==> config.mk <==
export PLATFORM = sky130hd
export DESIGN_NAME = ri_dq_seq_flat
export DESIGN_NICKNAME = d
export VERILOG_FILES = /design/src/rtl/ri_pkg.sv /design/src/rtl/ri_dq_seq_if.sv /design/src/rtl/ri_burst_shift.sv /design/src/rtl/ri_dq_seq.sv /design/src/flat_wrapper.sv
export SDC_FILE = /design/constraint.sdc
export NUM_CORES = 1
export LEC_CHECK = 0
export BUFFER_PORTS_ARGS = -buffer_cell sky130_fd_sc_hd__buf_2
export CORE_MARGIN = 3
export CORE_UTILIZATION = 25
export CTS_BUF_LIST = sky130_fd_sc_hd__clkbuf_8
export DETAILED_ROUTE_END_ITERATION = 8
export GPL_ROUTABILITY_DRIVEN = 0
export PLACE_DENSITY_LB_ADDON = 0.3
export SYNTH_ARGS = -nofsm -noshare
export SYNTH_HDL_FRONTEND = slang
export SYNTH_HIERARCHICAL = 1
export SYNTH_SLANG_ARGS = --single-unit
==> constraint.sdc <==
create_clock -name memclk -period 4.4 [get_ports memclk]
set_input_delay 0.66 -clock memclk [delete_from_list [all_inputs] [get_ports memclk]]
set_output_delay 0.66 -clock memclk [all_outputs]
set_load 0.03 [all_outputs]
==> src/rtl/ri_pkg.sv <==
// Shared types and elaboration helpers for the RI pad data-path sequencer.
package ri_pkg;

  typedef enum logic [2:0] {
    ST_IDLE,
    ST_WPRE,
    ST_WDATA,
    ST_WPOST,
    ST_RWAIT,
    ST_RCAP
  } ri_state_e;

  function automatic bit bl_legal(int bl);
    return (bl == 2) || (bl == 4) || (bl == 8);
  endfunction

  function automatic bit cfg_legal(int dw, int bl);
    return ((dw % 8) == 0) && bl_legal(bl);
  endfunction

  function automatic int lanes(int dw);
    return dw / 8;
  endfunction

  function automatic int beat_w(int bl);
    return $clog2(bl);
  endfunction

endpackage

==> src/rtl/ri_dq_seq_if.sv <==
// Controller-side and pad-side signal bundle of ri_dq_seq.
interface ri_dq_seq_if #(
  parameter int DW  = 32,
  parameter int BL  = 4,
  parameter int CLW = 3
);
  import ri_pkg::*;
  localparam int LANES = lanes(DW);

  logic [CLW-1:0]      cas_lat;
  logic                cmd_valid;
  logic                cmd_write;
  logic                cmd_ready;
  logic [BL*DW-1:0]    mdout;
  logic [BL*LANES-1:0] mdqm;
  logic [BL*DW-1:0]    mdin;
  logic                mdin_valid;
  logic [DW-1:0]       dq_out;
  logic [LANES-1:0]    dq_oe;
  logic [DW-1:0]       dq_in;
  logic [LANES-1:0]    dqm_out;
  logic                strobe_out;
  logic                strobe_oe;

  modport slave (
    input  cas_lat, cmd_valid, cmd_write, mdout, mdqm, dq_in,
    output cmd_ready, mdin, mdin_valid, dq_out, dq_oe, dqm_out, strobe_out, strobe_oe
  );

  modport master (
    output cas_lat, cmd_valid, cmd_write, mdout, mdqm, dq_in,
    input  cmd_ready, mdin, mdin_valid, dq_out, dq_oe, dqm_out, strobe_out, strobe_oe
  );
endinterface

==> src/rtl/ri_burst_shift.sv <==
// BL x W burst register: parallel load, or shift one W-bit slice toward the MSB end.
module ri_burst_shift #(
  parameter int BL = 4,
  parameter int W  = 32
) (
  input  logic          clk,
  input  logic          i_load,
  input  logic          i_shift,
  input  logic [BL*W-1:0] i_d,
  input  logic [W-1:0]  i_sin,
  output logic [BL*W-1:0] o_q
);
  logic [BL*W-1:0] r_q;

  always_ff @(posedge clk) begin
    if (i_load)       r_q <= i_d;
    else if (i_shift) r_q <= {r_q[(BL-1)*W-1:0], i_sin};
  end

  assign o_q = r_q;
endmodule

==> src/rtl/ri_dq_seq.sv <==
// Write-burst serialiser and read-burst capture between the RI controller and DDR pad cells.
module ri_dq_seq
  import ri_pkg::*;
#(
  parameter int DW  = 32,
  parameter int BL  = 4,
  parameter int CLW = 3
) (
  input logic         memclk,
  input logic         reset_l,
  ri_dq_seq_if.slave  bus
);
  localparam int LANES = lanes(DW);
  localparam int BW    = beat_w(BL);

  if (!cfg_legal(DW, BL)) begin : g_bad_cfg
    $error("ri_dq_seq: DW must be a multiple of 8 and BL one of 2, 4, 8");
  end

  ri_state_e           r_state, w_nxt_state;
  logic [BW-1:0]       r_beat, w_wbeat_n;
  logic [CLW-1:0]      r_lat, w_lat_ld;
  logic                w_accept, w_last, w_wshift, w_cshift;
  logic [BL*DW-1:0]    w_wd_q, w_cap_q;
  logic [BL*LANES-1:0] w_wm_q;
  logic                w_unused;

  logic [DW-1:0]       w_dq_out_n, r_dq_out;
  logic [LANES-1:0]    w_dqm_n, r_dqm_out, w_dq_oe_n, r_dq_oe;
  logic                w_strobe_out_n, r_strobe_out, w_strobe_oe_n, r_strobe_oe;
  logic                w_cmd_ready_n, r_cmd_ready, w_mdin_valid_n, r_mdin_valid;
  logic [BL*DW-1:0]    r_mdin;

  assign w_accept = bus.cmd_valid & r_cmd_ready;
  assign w_last   = (r_beat == BW'(BL - 1));
  assign w_wshift = (r_state == ST_WPRE) | ((r_state == ST_WDATA) & ~w_last);
  assign w_cshift = (r_state == ST_RCAP);
  // Cycles spent in RWAIT: one less than the effective latency (minimum 2).
  assign w_lat_ld = (bus.cas_lat < CLW'(2)) ? CLW'(1) : bus.cas_lat - CLW'(1);
  assign w_unused = ^{w_wd_q[(BL-1)*DW-1:0], w_wm_q[(BL-1)*LANES-1:0], w_cap_q[BL*DW-1 -: DW]};

  ri_burst_shift #(.BL(BL), .W(DW)) u_wdata (
    .clk(memclk), .i_load(w_accept & bus.cmd_write), .i_shift(w_wshift),
    .i_d(bus.mdout), .i_sin('0), .o_q(w_wd_q)
  );

  ri_burst_shift #(.BL(BL), .W(LANES)) u_wmask (
    .clk(memclk), .i_load(w_accept & bus.cmd_write), .i_shift(w_wshift),
    .i_d(bus.mdqm), .i_sin('0), .o_q(w_wm_q)
  );

  ri_burst_shift #(.BL(BL), .W(DW)) u_rcap (
    .clk(memclk), .i_load(1'b0), .i_shift(w_cshift),
    .i_d('0), .i_sin(bus.dq_in), .o_q(w_cap_q)
  );

  always_ff @(posedge memclk) begin
    if (!reset_l) r_state <= ST_IDLE;
    else          r_state <= w_nxt_state;
  end

  always_comb begin
    w_nxt_state = r_state;
    case (r_state)
      ST_IDLE:  if (w_accept) w_nxt_state = bus.cmd_write ? ST_WPRE : ST_RWAIT;
      ST_WPRE:  w_nxt_state = ST_WDATA;
      ST_WDATA: if (w_last) w_nxt_state = ST_WPOST;
      ST_WPOST: w_nxt_state = ST_IDLE;
      ST_RWAIT: if (r_lat == CLW'(1)) w_nxt_state = ST_RCAP;
      ST_RCAP:  if (w_last) w_nxt_state = ST_IDLE;
      default:  w_nxt_state = ST_IDLE;
    endcase
  end

  // Next values of the registered pad/controller outputs.
  always_comb begin
    w_wbeat_n      = (r_state == ST_WPRE) ? '0 : r_beat + 1'b1;
    w_dq_out_n     = w_wshift ? w_wd_q[BL*DW-1 -: DW] : '0;
    w_dqm_n        = w_wshift ? w_wm_q[BL*LANES-1 -: LANES] : '0;
    w_dq_oe_n      = w_wshift ? {LANES{1'b1}} : '0;
    w_strobe_out_n = w_wshift & ~w_wbeat_n[0];
    w_strobe_oe_n  = (w_nxt_state == ST_WPRE) | (w_nxt_state == ST_WDATA) |
                     (w_nxt_state == ST_WPOST);
    w_cmd_ready_n  = (w_nxt_state == ST_IDLE);
    w_mdin_valid_n = (r_state == ST_RCAP) & w_last;
  end

  always_ff @(posedge memclk) begin
    if (!reset_l) begin
      r_beat       <= '0;
      r_lat        <= '0;
      r_dq_out     <= '0;
      r_dqm_out    <= '0;
      r_dq_oe      <= '0;
      r_strobe_out <= 1'b0;
      r_strobe_oe  <= 1'b0;
      r_cmd_ready  <= 1'b1;
      r_mdin_valid <= 1'b0;
      r_mdin       <= '0;
    end else begin
      if ((r_state == ST_WDATA) || (r_state == ST_RCAP))
        r_beat <= w_last ? '0 : r_beat + 1'b1;
      else
        r_beat <= '0;
      if (w_accept)                 r_lat <= w_lat_ld;
      else if (r_state == ST_RWAIT) r_lat <= r_lat - 1'b1;
      r_dq_out     <= w_dq_out_n;
      r_dqm_out    <= w_dqm_n;
      r_dq_oe      <= w_dq_oe_n;
      r_strobe_out <= w_strobe_out_n;
      r_strobe_oe  <= w_strobe_oe_n;
      r_cmd_ready  <= w_cmd_ready_n;
      r_mdin_valid <= w_mdin_valid_n;
      // The final beat joins the already-shifted earlier beats directly.
      if (w_mdin_valid_n) r_mdin <= {w_cap_q[(BL-1)*DW-1:0], bus.dq_in};
    end
  end

  assign bus.dq_out     = r_dq_out;
  assign bus.dqm_out    = r_dqm_out;
  assign bus.dq_oe      = r_dq_oe;
  assign bus.strobe_out = r_strobe_out;
  assign bus.strobe_oe  = r_strobe_oe;
  assign bus.cmd_ready  = r_cmd_ready;
  assign bus.mdin_valid = r_mdin_valid;
  assign bus.mdin       = r_mdin;
endmodule

==> src/flat_wrapper.sv <==
// flat-port wrapper written by rule: the top's interface ports become plain ports
module ri_dq_seq_flat import ri_pkg::*;
#(
  parameter int DW  = 32,
  parameter int BL  = 4,
  parameter int CLW = 3
)
  (memclk, reset_l, bus_cas_lat, bus_cmd_valid, bus_cmd_write, bus_mdout, bus_mdqm, bus_dq_in, bus_cmd_ready, bus_mdin, bus_mdin_valid, bus_dq_out, bus_dq_oe, bus_dqm_out, bus_strobe_out, bus_strobe_oe);
  ri_dq_seq_if #(.DW(DW), .BL(BL), .CLW(CLW)) bus_i ();
  input logic memclk;
  input logic reset_l;
  input wire logic [$bits(bus_i.cas_lat)-1:0] bus_cas_lat;
  input wire logic [$bits(bus_i.cmd_valid)-1:0] bus_cmd_valid;
  input wire logic [$bits(bus_i.cmd_write)-1:0] bus_cmd_write;
  input wire logic [$bits(bus_i.mdout)-1:0] bus_mdout;
  input wire logic [$bits(bus_i.mdqm)-1:0] bus_mdqm;
  input wire logic [$bits(bus_i.dq_in)-1:0] bus_dq_in;
  output wire logic [$bits(bus_i.cmd_ready)-1:0] bus_cmd_ready;
  output wire logic [$bits(bus_i.mdin)-1:0] bus_mdin;
  output wire logic [$bits(bus_i.mdin_valid)-1:0] bus_mdin_valid;
  output wire logic [$bits(bus_i.dq_out)-1:0] bus_dq_out;
  output wire logic [$bits(bus_i.dq_oe)-1:0] bus_dq_oe;
  output wire logic [$bits(bus_i.dqm_out)-1:0] bus_dqm_out;
  output wire logic [$bits(bus_i.strobe_out)-1:0] bus_strobe_out;
  output wire logic [$bits(bus_i.strobe_oe)-1:0] bus_strobe_oe;
  assign bus_i.cas_lat = bus_cas_lat;
  assign bus_i.cmd_valid = bus_cmd_valid;
  assign bus_i.cmd_write = bus_cmd_write;
  assign bus_i.mdout = bus_mdout;
  assign bus_i.mdqm = bus_mdqm;
  assign bus_i.dq_in = bus_dq_in;
  assign bus_cmd_ready = bus_i.cmd_ready;
  assign bus_mdin = bus_i.mdin;
  assign bus_mdin_valid = bus_i.mdin_valid;
  assign bus_dq_out = bus_i.dq_out;
  assign bus_dq_oe = bus_i.dq_oe;
  assign bus_dqm_out = bus_i.dqm_out;
  assign bus_strobe_out = bus_i.strobe_out;
  assign bus_strobe_oe = bus_i.strobe_oe;
  ri_dq_seq #(.DW(DW), .BL(BL), .CLW(CLW)) u_core (.memclk(memclk), .reset_l(reset_l), .bus(bus_i));
endmodule
==> results by group, run 1 <==
Clock tree
  • CTS tree: yes
  • Worst-skew pair later-pin latency: 620 ps
  • Root Buffer: clkbuf_8
  • Setup Fix Bufs, Post-CTS: 0
  • Post-CTS sizing: 0
  • CTS sink cnt: 417
  • Post-cts hold buffer count: 0
  • Worst-path clk slew: 60 ps
  • Num CTS Buffers: 78
  • Max Root-Sink Buffers: 3
  • H-tree depth: 3

Power and ir drop
  • Peak VDD IR: 0.228 mV
  • Pleak: 0.00827 uW
  • Power per cell area: 430 mW/mm2

Die
  • FP Rows: 93
  • Die width: 262 um
  • Die footprint: 0.0686 mm2
  • Core area: 0.0646 mm2
  • IO Count: 355
  • Initial Util: 0.253
  • Die Height: 262 um

Setup path
  • R2R cell count: 5
  • Worst reg2reg endpoint: u_core/u_wdata/o_q[3]
  • Worst Path Arrival: 2970 ps
  • Crit. End Element: register
  • FF-to-FF setup slack: 1650 ps
  • Crit path max fanout: 39
  • Startpoint Class: register
  • Critical path class: reg -> reg
  • R2r startpoint: u_core/r_beat[0]
  • CP endpoint: u_core/u_wdata/o_q[3]
  • Critical Path RT: 4630 ps
  • Worst setup startpoint: u_core/r_beat[0]

Detailed routing
  • Total wire length: 42,700 um
  • Detail Route Antenna Nets: 0
  • Vias post-DR: 10,700
  • DR DRC count: 0
  • Drt first pass iters: 5
  • Routed len/inst: 16.1 um
  • 1st-iter DRT viols: 598
  • Via/cell ratio: 4.04

STA
  • Worst-Margin Slew: 1030 ps
  • Setup Viol. Count Final: 0
  • WHS: 293 ps
  • Crit share post-route: 0.624
  • Minimum clock period: 2750 ps
  • Endpoints failing hold: 0
  • RSZ-0062 raised after global routing: no
  • Final WS setup: 1650 ps
  • Fin. max-slew vios: 0
  • Clk_skew: 36.0 ps
  • Slew Limit Headroom: 0.310
  • Max Freq: 364 MHz
  • Setup TNS: 0 ps

Logic synthesis
  • Syn avg cell area: 13.3 um2
  • Cell Area, Synth: 0.0164 mm2
  • YS warnings: 6
  • Synth Instances: 1,226

Worst hold path
  • HP Start: bus_dq_in[24]
  • Hold WC Path Type: in -> reg

Global route
  • Vias in the first global route: 10,600
  • Pin count of the biggest net entering global routing: 129
  • Initial antenna violation count: 6
  • First-pass GRT wire length: 62,500 um
  • GRT Total Usage: 0.119
  • GRT overflow: 0

Layout
  • Final core occ: 0.322
  • Most frequent cells in the layout: buf_2 (354), nand2_1 (257), edfxtp_1 (240)
  • Share of layout cells above drive strength 1: 0.399
  • Fin nets: 1,911
  • Area delta synth->final: 27.2%
  • Most common cell after layout, fill and taps aside: buf_2

Outcome
  • Status: finished clean

Place
  • Port-buffer cells: 354
  • Dpl ws: 1680 ps
  • Detailed placement HPWL: 28,500 um

Flow run
  • Max-Cap Viols: 0
-- worst min path at each step --
| stage | slack, ps | to | cells past startpoint |
|---|---|---|---|
| after floorplan | 420 | u_core/bus.dq_out[10] | 1 |
| after global placement | 420 | u_core/bus.dq_out[22] | 1 |
| after detailed placement | 430 | u_core/bus.dq_out[17] | 1 |
| after CTS | 210 | u_core/bus.mdin[25] | 3 |
| after global routing | 230 | u_core/bus.mdin[25] | 3 |
| final | 290 | u_core/bus.mdin[24] | 3 |
-- critical path: stages, from the launching register on --
cell,delay (ps)
dfxtp_1,320
ha_1,300
or3b_1,440
a21oi_1,220
or2_4,490
buf_4,550
-- stage by stage --
| stage | cells | instance area, um2 | total power [uW] |
|---|---|---|---|
| floorplan | 1360 | 16900 | 5270 |
| CTS | 2644 | 20800 | 9130 |
| global route | 2648 | 20800 | 9400 |
| global placement | 2499 | 19300 | 5480 |
| finish | 2648 | 20800 | 8950 |
| detailed placement | 2499 | 19300 | 5500 |
-- layer usage --
metal	vias up	GRT usage	wire length [um]
met5	-	0	22
met2	256	0.192	20800
met4	4	0.0476	1110
li1	5227	-	-
met3	78	0.0349	2540
met1	5138	0.150	18200
-- state kept, by name, summed over array words and instances (netlist names) --
name and cells:
u_core/bus.dqm_out 4, u_core/bus.cmd_ready 1, u_core/bus.dq_oe 1, u_core/bus.mdin_valid 1
u_core/r_lat 3, u_core/r_beat 2, u_core/bus.strobe_oe 1, u_core/bus.mdin 128
u_core/bus.dq_out 32, u_core/r_state 3, u_core/u_rcap/o_q 96, u_core/bus.strobe_out 1
u_core/u_wmask/o_q 16, u_core/u_wdata/o_q 128
-- final cells by class --
class	count	area, um2
Fill cell	6625	43800
Sequential cell	417	10800
Multi-Input combinational cell	855	5540
Timing Repair Buffer	365	1920
Clock buffer	91	1250
Tap cell	855	1070
Clock inverter	54	251
Inverter	7	28.8
Antenna cell	4	10.0
-- where the power goes --
group	leakage, uW	switching, uW	internal [uW]	total, uW
Sequential	0.00373	97.0	4530	4620
Combinational	0.00365	424	373	797
Clock	0.000898	1630	1890	3530
Power figures use the tool's default switching activity.
==> inputs of run 2 (changes only) <==
ABC_AREA = 1   (was unset)
clock period = 2.3 ns   (was 4.4 ns; I/O delays follow)
==> run 2 against run 1 <==
  * Combinational power grew to 2.7 times the previous value
  * Routed wire length grew 24%
  * Clock skew fell by 9.5 ps
  * Sequential share of layout area is 5.3 points lower
  * Fmax grew 43%
  * Critical path type unchanged
==> results by group, run 2 <==
STA
  • Endpoints failing hold: 0 (unchanged)
  • Worst-Margin Slew: 750 ps (-283 ps)
  • Max Freq: 520 MHz (+43%)
  • RSZ-0062 raised after global routing: no
  • Minimum clock period: 1920 ps (-823 ps)
  • Setup Viol. Count Final: 0 (unchanged)
  • Clk_skew: 26.4 ps (-9.54 ps)
  • WHS: 80.5 ps (-213 ps)
  • Slew Limit Headroom: 0.500 (+0.190)
  • Setup TNS: 0 ps (unchanged)
  • Crit share post-route: 0.836 (+0.212)
  • Fin. max-slew vios: 0 (unchanged)

Layout
  • Fin nets: 2,643 (+38%)
  • Area delta synth->final: 38.7%
  • Share of layout cells above drive strength 1: 0.209 (-0.190)
  • Fillers: 6,753 (+1.9%)
  • Most frequent cells in the layout: nand2_1 (862), buf_2 (354), edfxtp_1 (240)
  • Layout Cells excl Fill: 3,389 (+28%)
  • Most common cell after layout, fill and taps aside: nand2_1
  • Final instance area: 0.0232 mm2 (+11%)

Die
  • Initial Util: 0.253 (about the same)
  • IO Count: 355 (unchanged)
  • Core area: 0.0660 mm2 (+2.2%)
  • FP Rows: 94 (+1.1%)
  • Die Height: 265 um (+1.0%)
  • Die footprint: 0.0700 mm2 (+2.1%)
  • Die width: 265 um (+1.0%)

Clock tree
  • Max Root-Sink Buffers: 3 (unchanged)
  • H-tree depth: 3 (unchanged)
  • CTS tree: yes
  • Worst-skew pair later-pin latency: 630 ps (about the same)
  • Num CTS Buffers: 78 (unchanged)
  • Post-CTS sizing: 0 (unchanged)
  • CTS sink cnt: 417 (unchanged)
  • Root Buffer: clkbuf_8
  • Worst-path clk slew: 50 ps (about the same)

Logic synthesis
  • Syn avg cell area: 9.26 um2 (-31%)
  • YS warnings: 6 (unchanged)
  • Cell Area, Synth: 0.0167 mm2 (+2.1%)
  • Synth Instances: 1,805 (+47%)

Global route
  • First-pass GRT wire length: 81,200 um (+30%)
  • Initial antenna violation count: 5 (-1)
  • GRT Total Usage: 0.148 (+0.0290)
  • Vias in the first global route: 14,000 (+31%)
  • Pin count of the biggest net entering global routing: 133 (+3.1%)
  • GRT overflow: 0 (unchanged)

Detailed routing
  • 1st-iter DRT viols: 830 (+39%)
  • Total wire length: 52,900 um (+24%)
  • Drt first pass iters: 7 (+2)
  • Detail Route Antenna Nets: 0 (unchanged)
  • Via/cell ratio: 4.09 (+1.2%)
  • Vias post-DR: 13,900 (+30%)
  • DR DRC count: 0 (unchanged)
  • Routed len/inst: 15.6 um (-3.2%)

Flow run
  • Max-Cap Viols: 0 (unchanged)

Place
  • Placed cell count: 3,064 (+23%)
  • Detailed placement HPWL: 35,200 um (+23%)
  • Post-place instance area: 0.0198 mm2 (+2.7%)
  • Port-buffer cells: 354 (unchanged)

Setup path
  • Crit. End Element: register
  • Critical Path RT: 2610 ps (-2020 ps)
  • Critical path class: reg -> reg
  • Startpoint Class: register
  • Crit path max fanout: 28 (-28%)
  • Worst Path Arrival: 2240 ps (-730 ps)

Power and ir drop
  • Power per cell area: 791 mW/mm2 (+84%)
  • Pleak: 0.0104 uW (+25%)
  • Peak VDD IR: 0.331 mV (+45%)

Outcome
  • Status: finished clean

Worst hold path
  • Hold WC Path Type: in -> reg
run 2: final cells by class:
class / count / area [um2] / share of cell area
repair buffers: 555 / 3920 / 0.169
multi-input cells: 1344 / 5590 / 0.241
flip-flops and latches: 417 / 10800 / 0.464
inverters: 60 / 234 / 0.0101
clock buffers: 96 / 1320 / 0.0570
clock inverters: 48 / 265 / 0.0114
diodes: 5 / 12.5 / 0.000540
well taps: 864 / 1080 / 0.0466
run 2: worst max-delay path, cell delays in order, from the launching register on:
cell and delay [ps]:
dfxtp_1 350, nor2_1 210, nand2_1 100, nand2_1 90
nand2_1 70, inv_1 110, or2_4 390, buf_12 250
run 2: final timing paths:
check / from / to / slack (ps) / cells past startpoint
max: u_core/r_state[0] / u_core/u_wdata/o_q[89] / 380 / 7
min reg2reg: u_core/bus.mdin[74] / u_core/bus.mdin[74] / 460 / 2
max reg2reg: u_core/r_state[0] / u_core/u_wdata/o_q[89] / 380 / 7
min: bus_mdout[70] / u_core/u_wdata/o_q[70] / 80 / 3
run 2: repair_timing:
item	in CTS	in global routing
setup buffers	0	0
endpoints found under the hold margin	211	0
hold buffers	176	0
run 2: stage by stage:
step	utilization	worst slack [ps]	power, uW
after floorplan	-	44.4	10300
after global placement	0.300	387	11000
after detailed placement	0.300	352	11000
after CTS	0.351	330	18600
after global routing	0.351	204	19300
final	0.351	377	18300
run 2: per-layer routing:
metal / vias up / share of wire / GRT usage
met5: - / 0 / 0
li1: 7013 / - / -
met2: 397 / 0.45 / 0.232
met4: 0 / 0.036 / 0.0682
met1: 6345 / 0.46 / 0.196
met3: 112 / 0.055 / 0.0329
run 2: power by group:
part           leakage, uW  switching, uW  total, uW  internal, uW
logic              0.00570           1350       2120           776
registers          0.00375            243       8990          8750
clock network     0.000913           3210       7220          4000
total               0.0104           4800      18300         13500
